**src/rtl/a0_trace_fifo_if.sv**
```systemverilog
// Capture/consume bundle for the a0 trace FIFO; the FIFO sits on the slave side.
interface a0_trace_fifo_if #(
    parameter int DW    = 8,
    parameter int TW    = 16,
    parameter int DEPTH = 8
);
    localparam int CW = $clog2(DEPTH) + 1;

    logic                 en_i;
    logic                 clr_i;
    logic [DW-1:0]        a0_i;
    logic [TW+DW-1:0]     dout_o;
    logic                 valid_o;
    logic                 ready_i;
    logic [CW-1:0]        count_o;
    logic                 overflow_o;

    modport master (
        output en_i, clr_i, a0_i, ready_i,
        input  dout_o, valid_o, count_o, overflow_o
    );

    modport slave (
        input  en_i, clr_i, a0_i, ready_i,
        output dout_o, valid_o, count_o, overflow_o
    );
endinterface

```
**src/rtl/a0_trace_fifo.sv**
```systemverilog
// Timestamped change-capture FIFO for the CPU a0 value; entries visible one cycle after capture.
// Pops on valid&ready; when full a lone capture is dropped and sets the sticky overflow flag.
module a0_trace_fifo #(
    parameter int DW    = 8,
    parameter int TW    = 16,
    parameter int DEPTH = 8
) (
    input  logic            clk_i,
    input  logic            rst_i,
    a0_trace_fifo_if.slave  bus
);
    localparam int AW = $clog2(DEPTH);
    localparam int CW = AW + 1;

    logic [TW-1:0]    tstamp;
    logic [DW-1:0]    prev;
    logic             primed;
    logic [AW-1:0]    wptr;
    logic [AW-1:0]    rptr;
    logic [CW-1:0]    count;
    logic             overflow;
    logic [TW+DW-1:0] mem [DEPTH];

    logic capture, valid, pop, full, wr, drop;

    always_comb begin
        valid   = (count != '0);
        full    = (count == CW'(DEPTH));
        capture = bus.en_i && (!primed || (bus.a0_i != prev));
        pop     = valid && bus.ready_i;
        // A full FIFO still takes a capture if the head leaves in the same cycle.
        wr      = capture && (!full || pop);
        drop    = capture && full && !pop;
    end

    always_ff @(posedge clk_i or negedge rst_i) begin
        if (!rst_i) begin
            tstamp   <= '0;
            prev     <= '0;
            primed   <= 1'b0;
            wptr     <= '0;
            rptr     <= '0;
            count    <= '0;
            overflow <= 1'b0;
        end else if (bus.clr_i) begin
            tstamp   <= '0;
            primed   <= 1'b0;
            wptr     <= '0;
            rptr     <= '0;
            count    <= '0;
            overflow <= 1'b0;
        end else begin
            tstamp <= tstamp + 1'b1;
            if (bus.en_i) begin
                prev   <= bus.a0_i;
                primed <= 1'b1;
            end
            if (wr) begin
                wptr <= wptr + 1'b1;
            end
            if (pop) begin
                rptr <= rptr + 1'b1;
            end
            if (wr && !pop) begin
                count <= count + 1'b1;
            end else if (pop && !wr) begin
                count <= count - 1'b1;
            end
            if (drop) begin
                overflow <= 1'b1;
            end
        end
    end

    // Storage is never reset; the output mux hides stale entries while empty.
    always_ff @(posedge clk_i) begin
        if (wr && !bus.clr_i) begin
            mem[wptr] <= {tstamp, bus.a0_i};
        end
    end

    assign bus.valid_o    = valid;
    assign bus.dout_o     = valid ? mem[rptr] : '0;
    assign bus.count_o    = count;
    assign bus.overflow_o = overflow;
endmodule
```
**src/flat_wrapper.sv**
```systemverilog
// flat-port wrapper written by rule: the top's interface ports become plain ports
module a0_trace_fifo_flat 
#(
    parameter int DW    = 8,
    parameter int TW    = 16,
    parameter int DEPTH = 8
)
  (clk_i, rst_i, bus_en_i, bus_clr_i, bus_a0_i, bus_ready_i, bus_dout_o, bus_valid_o, bus_count_o, bus_overflow_o);
  a0_trace_fifo_if #(.DW(DW), .TW(TW), .DEPTH(DEPTH)) bus_i ();
  input  logic clk_i;
  input  logic rst_i;
  input wire logic [$bits(bus_i.en_i)-1:0] bus_en_i;
  input wire logic [$bits(bus_i.clr_i)-1:0] bus_clr_i;
  input wire logic [$bits(bus_i.a0_i)-1:0] bus_a0_i;
  input wire logic [$bits(bus_i.ready_i)-1:0] bus_ready_i;
  output wire logic [$bits(bus_i.dout_o)-1:0] bus_dout_o;
  output wire logic [$bits(bus_i.valid_o)-1:0] bus_valid_o;
  output wire logic [$bits(bus_i.count_o)-1:0] bus_count_o;
  output wire logic [$bits(bus_i.overflow_o)-1:0] bus_overflow_o;
  assign bus_i.en_i = bus_en_i;
  assign bus_i.clr_i = bus_clr_i;
  assign bus_i.a0_i = bus_a0_i;
  assign bus_i.ready_i = bus_ready_i;
  assign bus_dout_o = bus_i.dout_o;
  assign bus_valid_o = bus_i.valid_o;
  assign bus_count_o = bus_i.count_o;
  assign bus_overflow_o = bus_i.overflow_o;
  a0_trace_fifo #(.DW(DW), .TW(TW), .DEPTH(DEPTH)) u_core (.clk_i(clk_i), .rst_i(rst_i), .bus(bus_i));
endmodule
```
**config.mk**
```make
export PLATFORM = sky130hd
export DESIGN_NAME = a0_trace_fifo_flat
export DESIGN_NICKNAME = d
export VERILOG_FILES = /design/src/rtl/a0_trace_fifo_if.sv /design/src/rtl/a0_trace_fifo.sv /design/src/flat_wrapper.sv
export SDC_FILE = /design/constraint.sdc
export NUM_CORES = 1
export LEC_CHECK = 0
export ABC_AREA = 0
export BUFFER_PORTS_ARGS = -buffer_cell sky130_fd_sc_hd__buf_2
export CORE_MARGIN = 5
export CORE_UTILIZATION = 45
export DETAILED_ROUTE_END_ITERATION = 8
export PLACE_DENSITY_LB_ADDON = 0.3
export SYNTH_ARGS = -nofsm -noshare
export SYNTH_HDL_FRONTEND = slang
export SYNTH_SLANG_ARGS = --single-unit
```
**constraint.sdc**
```tcl
create_clock -name clk_i -period 10.6 [get_ports clk_i]
set_clock_uncertainty 0.15 [all_clocks]
set_input_delay 0.53 -clock clk_i [delete_from_list [all_inputs] [get_ports clk_i]]
set_output_delay 0.53 -clock clk_i [all_outputs]
set_load 0.01 [all_outputs]
```
==> summary.txt, run 1 <==
Outcome
  – Outcome: finished with violations
  – Failing checks: hold timing

Logic synthesis
  – Most used DFF post-synth: edfxtp_1
  – Count of state elements after synthesis: 228
  – Post-synth top area share: between 60% and 70%
  – Yosys synthesis warning count: 0
  – Synth Cell Area: just over 0.009 sq mm
  – EDFF count, synth: 192
  – Area leader, netlist: edfxtp_1
  – Cells after synthesis: 495
  – Syn Nets: 514
  – Library cells used by synthesis: between 40 and 50
  – Synth top area cells: edfxtp_1, mux4_2, dfrtp_1
  – Post-synth ARST share: 15.8%
  – Syn Area/Cell: ~19 sq um
  – Sequential share of the synthesized area: between 70 and 80%

Clocking
  – H-tree depth: 1
  – Post-CTS setup buffer count: 0
  – Clk sinks: between 200 and 250
  – Num CTS Buffers: 24
  – Clock Pin Slew Worst Setup and Hold Paths: about 0.06 ns
  – Post-CTS Resized: 0
  – CTS tree: done
  – CTS max path bufs: 3
  – Hold_buf cts: 0
  – Clk_lat worst skew: 0.51 ns
  – Root buffer cell: clkbuf_16

Timing
  – Hold Vio Cnt, Final: 36
  – Final worst-path cycle share: 32.1%
  – Slew @ Worst Pin: 1.11 ns
  – Final Max Tran Viols: 0
  – RSZ-0062 raised after global routing: false
  – Setup tns final: 0 ns
  – Final Critical Period: 3.40 ns
  – Max-slew headroom: 25.1%
  – Final setup fails: 0
  – Final setup margin: 7.20 ns
  – Highest clock rate: 0.294 GHz
  – Min Hold Slack: -0.0208 ns

Floorplan
  – Die width: 153 um
  – Initial Util: 45.6%
  – Top-level I/O count: 43
  – Die area: approximately 0.023 sq mm
  – Core Area: 0.0202 sq mm
  – Die H: 153 um
  – Row count: 52

Worst setup path
  – Slowest Stage Delay on Critical Path: 1.10 ns
  – Critical R2R Capture: u_core.mem[4][10]
  – Crit path buffers/inverters: 1
  – Reg2Reg Launch Point: u_core.prev[4]
  – Crit path max-delay family: flip-flops
  – Worst path slowest cell: dfrtp_4
  – CP cell instances: mux4_2, mux2i_1, nor2_1, buf_2
  – Worst Path Required: 9.92 ns
  – CP startpoint kind: flip-flop
  – Worst Path Max Fanout: 50
  – Arrival time at the worst endpoint: ~2.7 ns
  – CP Class: reg -> out
  – Worst Reg-to-Reg Cells: 6
  – Crit path capture type: output port
  – Reg-to-reg slack, setup: 7.48 ns

Detailed routing
  – Drt drc: 0
  – Post-DR wirelength/cell: between 20 and 25 um
  – Vias per std cell: 5.39
  – Vias after detailed routing: 4527
  – Drt pass-1 iters: 5
  – DR iter-0 viols: 223
  – Post-Route WL: 17.1 mm
  – DRT antenna net count: 0

Finish
  – Area growth, synth to finish: 14.9%
  – Nets@finish: 571
  – # diodes: 0
  – Fillers: 1592
  – Final instance area: 0.0106 sq mm
  – Layout cell share with drive strength beyond 1: 30.2%

GRT
  – Largest net degree at the start of global routing: just over 50
  – Grt ovf: 0
  – First-pass GRT wire length: around 28 mm
  – Total GRT Usage: 14.8%
  – Initial antenna violation count: 0
  – Vias in the first global route: 4860

Run
  – Max-Cap Viols: 0

Placed design
  – Post-DP HPWL: a little over 10 mm
  – Final GP Congestion: slightly above 0.8
  – PortBufs: 42
  – Post-DP Area: 0.00980 sq mm
  – Worst slack, placed: 7.08 ns

Min path
  – Hold/Removal Path Class: in -> async

Power
  – Worst VDD drop: 0.000163 V
  – PwrDens: 227 mW/mm^2
  – Leak pwr: roughly 3.6 nW
==> state kept, by name (all words and copies together) (netlist names) <==
signal	cells
u_core.bus.count_o	4
u_core.bus.overflow_o	1
u_core.mem	192
u_core.prev	8
u_core.primed	1
u_core.rptr	3
u_core.tstamp	16
u_core.wptr	3
==> Yosys cell counts (2+ instances only) <==
library cell  count
mux4_2           48
nor4_1            5
o21ai_0           7
nor2b_1           3
nor3_2            2
nand3_1           6
buf_2             8
xor2_1           12
edfxtp_1        192
nor4b_1           2
ha_1              5
a21oi_1           5
mux2i_1          26
nand2_1          10
nor3_1            5
nand4_1           2
buf_1             2
nand2b_1          2
inv_1             7
or3_1             3
dfrtp_1          36
clkbuf_1         10
nor2_1           52
xnor2_1          11
mux2_2            8
buf_4             2
mux2_1            3
==> per-stage QoR <==
step                util [%]  std cells  power [mW]
floorplan                  -        495        1.45
global placement        48.4        796        1.62
detailed placement      48.4        796        1.62
CTS                     52.3        840        2.44
global route            52.3        840        2.52
finish                  52.3        840        2.40
==> worst max-delay path by stage <==
| stage | end | start | depth (start not counted) | slack, ns |
|---|---|---|---|---|
| 2_1_floorplan | u_core.mem[2][0] | bus_a0_i[1] | 5 | 6.14 |
| 3_3_place_gp | u_core.mem[4][21] | bus_a0_i[5] | 7 | 7.20 |
| 3_5_place_dp | u_core.mem[4][15] | bus_a0_i[7] | 7 | 7.08 |
| 4_1_cts | bus_dout_o[2] | u_core.rptr[0] | 4 | 7.12 |
| 5_1_grt | bus_dout_o[2] | u_core.rptr[0] | 4 | 6.98 |
| 6_report | bus_dout_o[2] | u_core.rptr[0] | 4 | 7.20 |
==> kinds of logic (layout without fill, tap and decap cells) <==
logic type               Yosys count  count (layout)  share of synthesized area [%]
multiplexers                      86              86                           16.0
adder cells (fa/ha/maj)            6               6                          0.896
buffers and inverters             29             104                           1.37
AND/OR/NAND/NOR                  103             103                           5.69
XOR/XNOR                          23              23                           2.19
AO/OA/AOI/OAI                     20              20                           1.49
flip-flops                       228             228                           72.3
==> cells in the final DEF (no fill, tap or decap), drive strengths merged, types with 2 or more instances in the layout <==
| cell type | n |
|---|---|
| a21oi | 5 |
| xnor2 | 11 |
| bufinv | 2 |
| or3 | 3 |
| mux2i | 27 |
| a31oi | 2 |
| o21ai | 7 |
| nor2b | 4 |
| mux2 | 11 |
| mux4 | 48 |
| nor4b | 2 |
| inv | 8 |
| nand2 | 11 |
| nor2 | 52 |
| and4 | 2 |
| nor4 | 6 |
| buf | 53 |
| clkbuf | 25 |
| dfrtp | 36 |
| nand2b | 2 |
| nand4 | 3 |
| edfxtp | 192 |
| clkinv | 11 |
| clkinvlp | 5 |
| xor2 | 12 |
| nor3 | 7 |
| nand3 | 6 |
| ha | 5 |
==> metal layers <==
layer / vias to the layer above / part of all wire [%] / GRT usage (%)
li1: 2063 / - / -
met4: 0 / 1.6 / 3.78
met1: 2317 / 43 / 20.9
met5: - / 0 / 0
met2: 121 / 50 / 24.5
met3: 26 / 5.0 / 2.29
==> cell type report <==
type                       count  area [sq um]  area share (%)
sequential                   228          6670            63.0
clock buffer                  25           626            5.91
tap                          270           338            3.19
timing repair buffer          53           293            2.76
inverter                       7          26.3           0.248
clock inverter                19           164            1.55
multi-input combinational    238          2470            23.3
==> worst reg2reg max path, stage by stage, from the launching register on <==
cell,delay [ns]
dfrtp_1,0.40
xor2_1,0.22
nor3_2,0.10
a31oi_4,0.32
nand2_2,0.22
nor4_2,0.95
buf_4,0.43
==> report_power, final <==
group / internal [mW] / switching (mW)
clock: 0.480 / 0.332
combinational: 0.259 / 0.235
sequential: 1.00 / 0.0911
Note: power is estimated with default switching activity, not from simulation.
==> inputs of run 2 (changes only) <==
Clock period 10.6 ns to 3.5 ns, I/O delays scaled along.
==> run 2 against run 1 <==
First-iteration DRC count rose by 19%. Largest cell class unchanged. Die area did not move. Via count grew 2.4%. The run now ends clean. Clock-buffer cell count rose by 7. Sequential share of layout area is 1.4 points lower. Hold slack improved by 0.19 ns. Critical path type unchanged.
==> summary.txt, run 2 (synthesis results as in run 1) <==
Min path
  – Hold/Removal Path Class: in -> async

Placed design
  – PortBufs: 42
  – Worst slack, placed: a little under 0.9 ns
  – Post-DP HPWL: 10.5 mm
  – Post-DP Area: 0.00990 sq mm
  – Final GP Congestion: 0.759

Worst setup path
  – Reg2Reg Launch Point: u_core.bus.count_o[1]
  – CP Class: reg -> out
  – CP startpoint kind: flip-flop
  – Worst Reg-to-Reg Cells: 10
  – Reg-to-reg slack, setup: 0.88 ns
  – Worst Path Max Fanout: 28
  – Crit path capture type: output port
  – Worst Path Required: 3.17 ns
  – Critical R2R Capture: u_core.bus.count_o[3]
  – Arrival time at the worst endpoint: 2.57 ns

Timing
  – Final Critical Period: 2.89 ns
  – Final setup fails: 0
  – Final setup margin: 0.606 ns
  – Highest clock rate: ~0.35 GHz
  – RSZ-0062 raised after global routing: false
  – Max-slew headroom: a little over a third
  – Hold Vio Cnt, Final: 0
  – Final Max Tran Viols: 0
  – Slew @ Worst Pin: 0.979 ns
  – Setup tns final: 0 ns
  – Final worst-path cycle share: just over 80%

GRT
  – Vias in the first global route: 4916
  – Largest net degree at the start of global routing: 37
  – Total GRT Usage: 15.5%
  – Initial antenna violation count: 0
  – First-pass GRT wire length: 28.5 mm
  – Grt ovf: 0

Clocking
  – Root buffer cell: clkbuf_16
  – Clk_lat worst skew: roughly 0.5 ns
  – CTS max path bufs: 3
  – Clock Pin Slew Worst Setup and Hold Paths: 0.05 ns
  – CTS tree: done
  – Num CTS Buffers: 25
  – Clk sinks: 228
  – H-tree depth: 1

Power
  – Worst VDD drop: 0.000436 V
  – PwrDens: 686 mW/mm^2
  – Final Total Pwr: 7.43 mW
  – Leak pwr: 3.70 nW

Detailed routing
  – Drt pass-1 iters: 4
  – Post-DR wirelength/cell: 20.7 um
  – Post-Route WL: 17.8 mm
  – DRT antenna net count: 0
  – Vias after detailed routing: 4636
  – DR iter-0 viols: 266
  – Vias per std cell: 5.37
  – Drt drc: 0

Finish
  – Max reg flops: about 190
  – Layout cell share with drive strength beyond 1: 29.7%
  – Final instance area: 0.0108 sq mm
  – Commonest cells after routing, fill and taps aside: edfxtp_1, nor2_1, mux4_2
  – # diodes: 0
  – Nets@finish: between 500 and 600
  – Most flops, register: u_core.mem
  – Most common cell after layout, fill and taps aside: edfxtp_1
  – Area growth, synth to finish: 17.6%
  – Biggest regs: u_core.mem x192, u_core.tstamp x16, u_core.prev x8

Floorplan
  – Top-level I/O count: 43
  – Row count: 52
  – Core Area: 0.0202 sq mm
  – Die H: 153 um
  – Initial Util: roughly 46%
  – Die area: 0.0234 sq mm
  – Die width: about 150 um

Outcome
  – Outcome: finished clean

Run
  – Max-Cap Viols: 0
[run 2: cell types whose count changed in the layout (fill, tap and decap cells not counted)]
cell	delta
inv_6	-1
clkinvlp_4	-5
clkinv_4	-1
clkbuf_1	+7
buf_4	+8
clkinv_2	-1
bufinv_16	+2
buf_12	+2
dlygate4sd3_1	+12
[run 2: what timing repair did]
action | 4_1_cts | 5_1_grt
endpoints found under the hold margin | 113 | 0
setup buffers | 0 | 0
endpoints found under the setup margin | 0 | 0
resized for setup | 0 | 0
hold buffers | 12 | 0
[run 2: worst max-delay path, cell delays in order, from the launching register on]
cell     delay, ns
dfrtp_4       0.73
buf_12        0.32
mux4_2        0.53
mux2i_1       0.25
nor2_1        0.06
buf_2         0.15
[run 2: how the worst max path moves through the flow]
stage	startpoint	endpoint	cells after the start
CTS	u_core.rptr[0]	bus_dout_o[10]	5
finish	u_core.rptr[0]	bus_dout_o[20]	5
detailed placement	u_core.prev[5]	u_core.mem[5][16]	6
floorplan	u_core.prev[1]	u_core.mem[2][0]	5
global placement	u_core.prev[5]	u_core.mem[5][14]	6
global route	u_core.rptr[0]	bus_dout_o[10]	5
[run 2: metrics by stage]
stage,util (%),hold WS (ns),instances
detailed placement,48.9,0.180,806
global route,53.6,0.234,863
global placement,48.9,0.165,806
finish,53.6,0.168,863
floorplan,-,-0.271,495
CTS,53.6,0.177,863
[run 2: routing by layer]
layer	part of all wire (%)	GRT usage (%)	wire length [um]	vias to the layer above
li1	-	-	-	2104
met1	42	20.8	7580	2412
met2	51	26.8	9180	92
met3	3.9	2.37	695	28
met4	2.1	3.99	381	0
met5	0	0	0	-
[run 2: power breakdown]
| group | internal [mW] | switching, mW |
|---|---|---|
| clock | 1.60 | 0.983 |
| combinational | 0.824 | 0.781 |
| sequential | 3.03 | 0.205 |
[run 2: area by class of cell]
| type | count | area [sq um] |
|---|---|---|
| clock inverters | 13 | 164 |
| clock buffers | 32 | 652 |
| repair buffers | 75 | 513 |
| fillers | 1606 | 9400 |
| well taps | 270 | 338 |
| inverters | 7 | 26.3 |
| flip-flops and latches | 228 | 6670 |
| multi-input cells | 238 | 2470 |
==> inputs of run 3 (changes only) <==
Clock period 3.5 ns to 3.05 ns, I/O delays scaled along.
==> run 3 against run 2 <==
Critical path depth unchanged. Hold slack improved by 0.0055 ns. Register-to-register slack got worse by 0.50 ns. First-iteration DRC count increased by 15%. Clock-buffer cell count decreased by 3. Global-route usage decreased by 0.32 points. Utilization decreased by 0.22 points. Non-clock buffer count decreased by 1. Combinational power increased by 21%. Sequential power increased by 14%. Sequential share of layout area increased by 0.26 points. Critical path type unchanged. Critical endpoint is now bus_dout_o[12]. Largest power group unchanged.
==> summary.txt, run 3 (synthesis results as in run 1) <==
Outcome
  – Outcome: finished clean

GRT
  – Vias in the first global route: 5139
  – Initial antenna violation count: 0
  – First-pass GRT wire length: 28.4 mm
  – Total GRT Usage: between 15 and 20%
  – Grt ovf: 0
  – Largest net degree at the start of global routing: 37

Floorplan
  – Initial Util: a little under half
  – Die H: 153 um
  – Die area: 0.0234 sq mm
  – Row count: 52
  – Core Area: roughly 0.020 sq mm
  – Die width: 153 um
  – Top-level I/O count: 43

Placed design
  – Worst slack, placed: 0.427 ns
  – Post-DP HPWL: 10.6 mm
  – Post-DP Area: 0.00996 sq mm
  – Final GP Congestion: 0.810
  – Placed insts: 805
  – PortBufs: 42

Power
  – PwrDens: 766 mW/mm^2
  – Leak pwr: 3.65 nW
  – Worst VDD drop: about 0.00063 V

Clocking
  – Clk_lat worst skew: 0.49 ns
  – CTS tree: done
  – Clock Pin Slew Worst Setup and Hold Paths: 0.06 ns
  – Clk sinks: 228
  – CTS max path bufs: 3
  – H-tree depth: 1
  – Post-CTS Resized: 0
  – Root buffer cell: clkbuf_16
  – Num CTS Buffers: 23

Finish
  – Final instance area: 0.0108 sq mm
  – Layout cell share with drive strength beyond 1: between 20 and 30%
  – # diodes: 0
  – Biggest regs: u_core.mem x192, u_core.tstamp x16, u_core.prev x8
  – Fillers: 1593
  – Max reg flops: 192
  – Nets@finish: 591
  – Commonest cells after routing, fill and taps aside: edfxtp_1, nor2_1, mux4_2
  – Most flops, register: u_core.mem
  – Area growth, synth to finish: 17.1%
  – Post-route insts no fill: 858
  – Most common cell after layout, fill and taps aside: edfxtp_1

Detailed routing
  – Drt pass-1 iters: 4
  – DR iter-0 viols: slightly above 300
  – Drt drc: 0
  – Met2 wire len: 8.93 mm
  – DRT antenna net count: 0
  – Vias per std cell: ~5.4
  – Post-Route WL: 17.4 mm
  – Top Layer Used: met4
  – Post-DR wirelength/cell: a little over 20 um
  – Vias after detailed routing: 4637
  – M1 WL: roughly 7.5 mm
  – Metal3 WL: 713 um

Worst setup path
  – Slowest Stage Delay on Critical Path: 0.69 ns
  – Worst path slowest cell: dfrtp_4
  – Crit path buffers/inverters: 2
  – CP cell instances: buf_4, mux4_2, mux2i_1, nor2_1, buf_2
  – Crit path capture type: output port
  – Worst Path Required: 2.75 ns
  – CP startpoint kind: flip-flop
  – CP Class: reg -> out
  – Arrival time at the worst endpoint: roughly 2.5 ns
  – Crit path max-delay family: multiplexers
  – Worst Path Max Fanout: 20

Timing
  – Setup tns final: 0 ns
  – Final Critical Period: 2.75 ns
  – RSZ-0062 raised after global routing: false
  – Final worst-path cycle share: 90.1%
  – Hold Vio Cnt, Final: 0
  – Max-slew headroom: 42.0%
  – Final setup fails: 0
  – Slew @ Worst Pin: 0.870 ns
  – Highest clock rate: 0.364 GHz
  – Final Max Tran Viols: 0
  – Final setup margin: 0.302 ns

Min path
  – Hold/Removal Path Class: in -> async

Run
  – Max-Cap Viols: 0
run 3: worst paths after layout:
kind	endpoint	slack (ns)	start	cells after the start
worst max-delay path	bus_dout_o[12]	0.30	u_core.rptr[0]	5
worst max register to register	u_core.bus.count_o[3]	0.38	u_core.bus.count_o[1]	10
max in group asynchronous	u_core.rptr[0]	1.93	rst_i	2
worst min-delay path	u_core.bus.count_o[1]	0.17	rst_i	2
min in group clk_i	u_core.primed	0.33	bus_en_i	4
worst min register to register	u_core.bus.overflow_o	0.37	u_core.bus.overflow_o	2
run 3: power by group:
part / total (mW) / internal (mW) / switching [mW] / leakage [nW]
sequential: 3.68 / 3.48 / 0.193 / 2.24
clock: 2.66 / 1.57 / 1.09 / 0.348
combinational: 1.93 / 0.970 / 0.961 / 1.06
run 3: metal layers:
| metal | global-route usage (%) | vias up |
|---|---|---|
| met5 | 0 | - |
| met4 | 3.52 | 0 |
| met3 | 2.06 | 25 |
| met2 | 26.4 | 93 |
| met1 | 20.6 | 2420 |
| li1 | - | 2099 |
run 3: per-stage QoR:
| stage | power [mW] | util, % | hold slack [ns] |
|---|---|---|---|
| finish | 8.27 | 53.3 | 0.173 |
| global route | 8.70 | 53.3 | 0.255 |
| CTS | 8.40 | 53.3 | 0.174 |
| detailed placement | 5.72 | 49.2 | 0.162 |
| global placement | 5.66 | 49.2 | 0.140 |
| floorplan | 5.05 | - | -0.293 |
run 3: timing repair:
action,in CTS,in global routing
hold buffers,12,0
endpoints found under the hold margin,120,0
buffers inserted,0,0
run 3: cell type report:
class / count / area, sq um / area share, %
Clock buffer: 29 / 608 / 5.63
Multi-Input combinational cell: 238 / 2520 / 23.4
Timing Repair Buffer: 74 / 518 / 4.80
Clock inverter: 12 / 105 / 0.974
Tap cell: 270 / 338 / 3.13
Inverter: 7 / 26.3 / 0.243
Sequential cell: 228 / 6670 / 61.8
run 3: worst reg2reg max path, stage by stage, from the launching register on:
cell and delay [ns]:
dfrtp_1 0.46, nor3_2 0.36, and2b_1 0.24, a21oi_1 0.20, nand2_1 0.15, ha_1 0.31
a21o_1 0.17, a21oi_1 0.17, xnor2_1 0.17, o211ai_1 0.11, o21ai_0 0.09
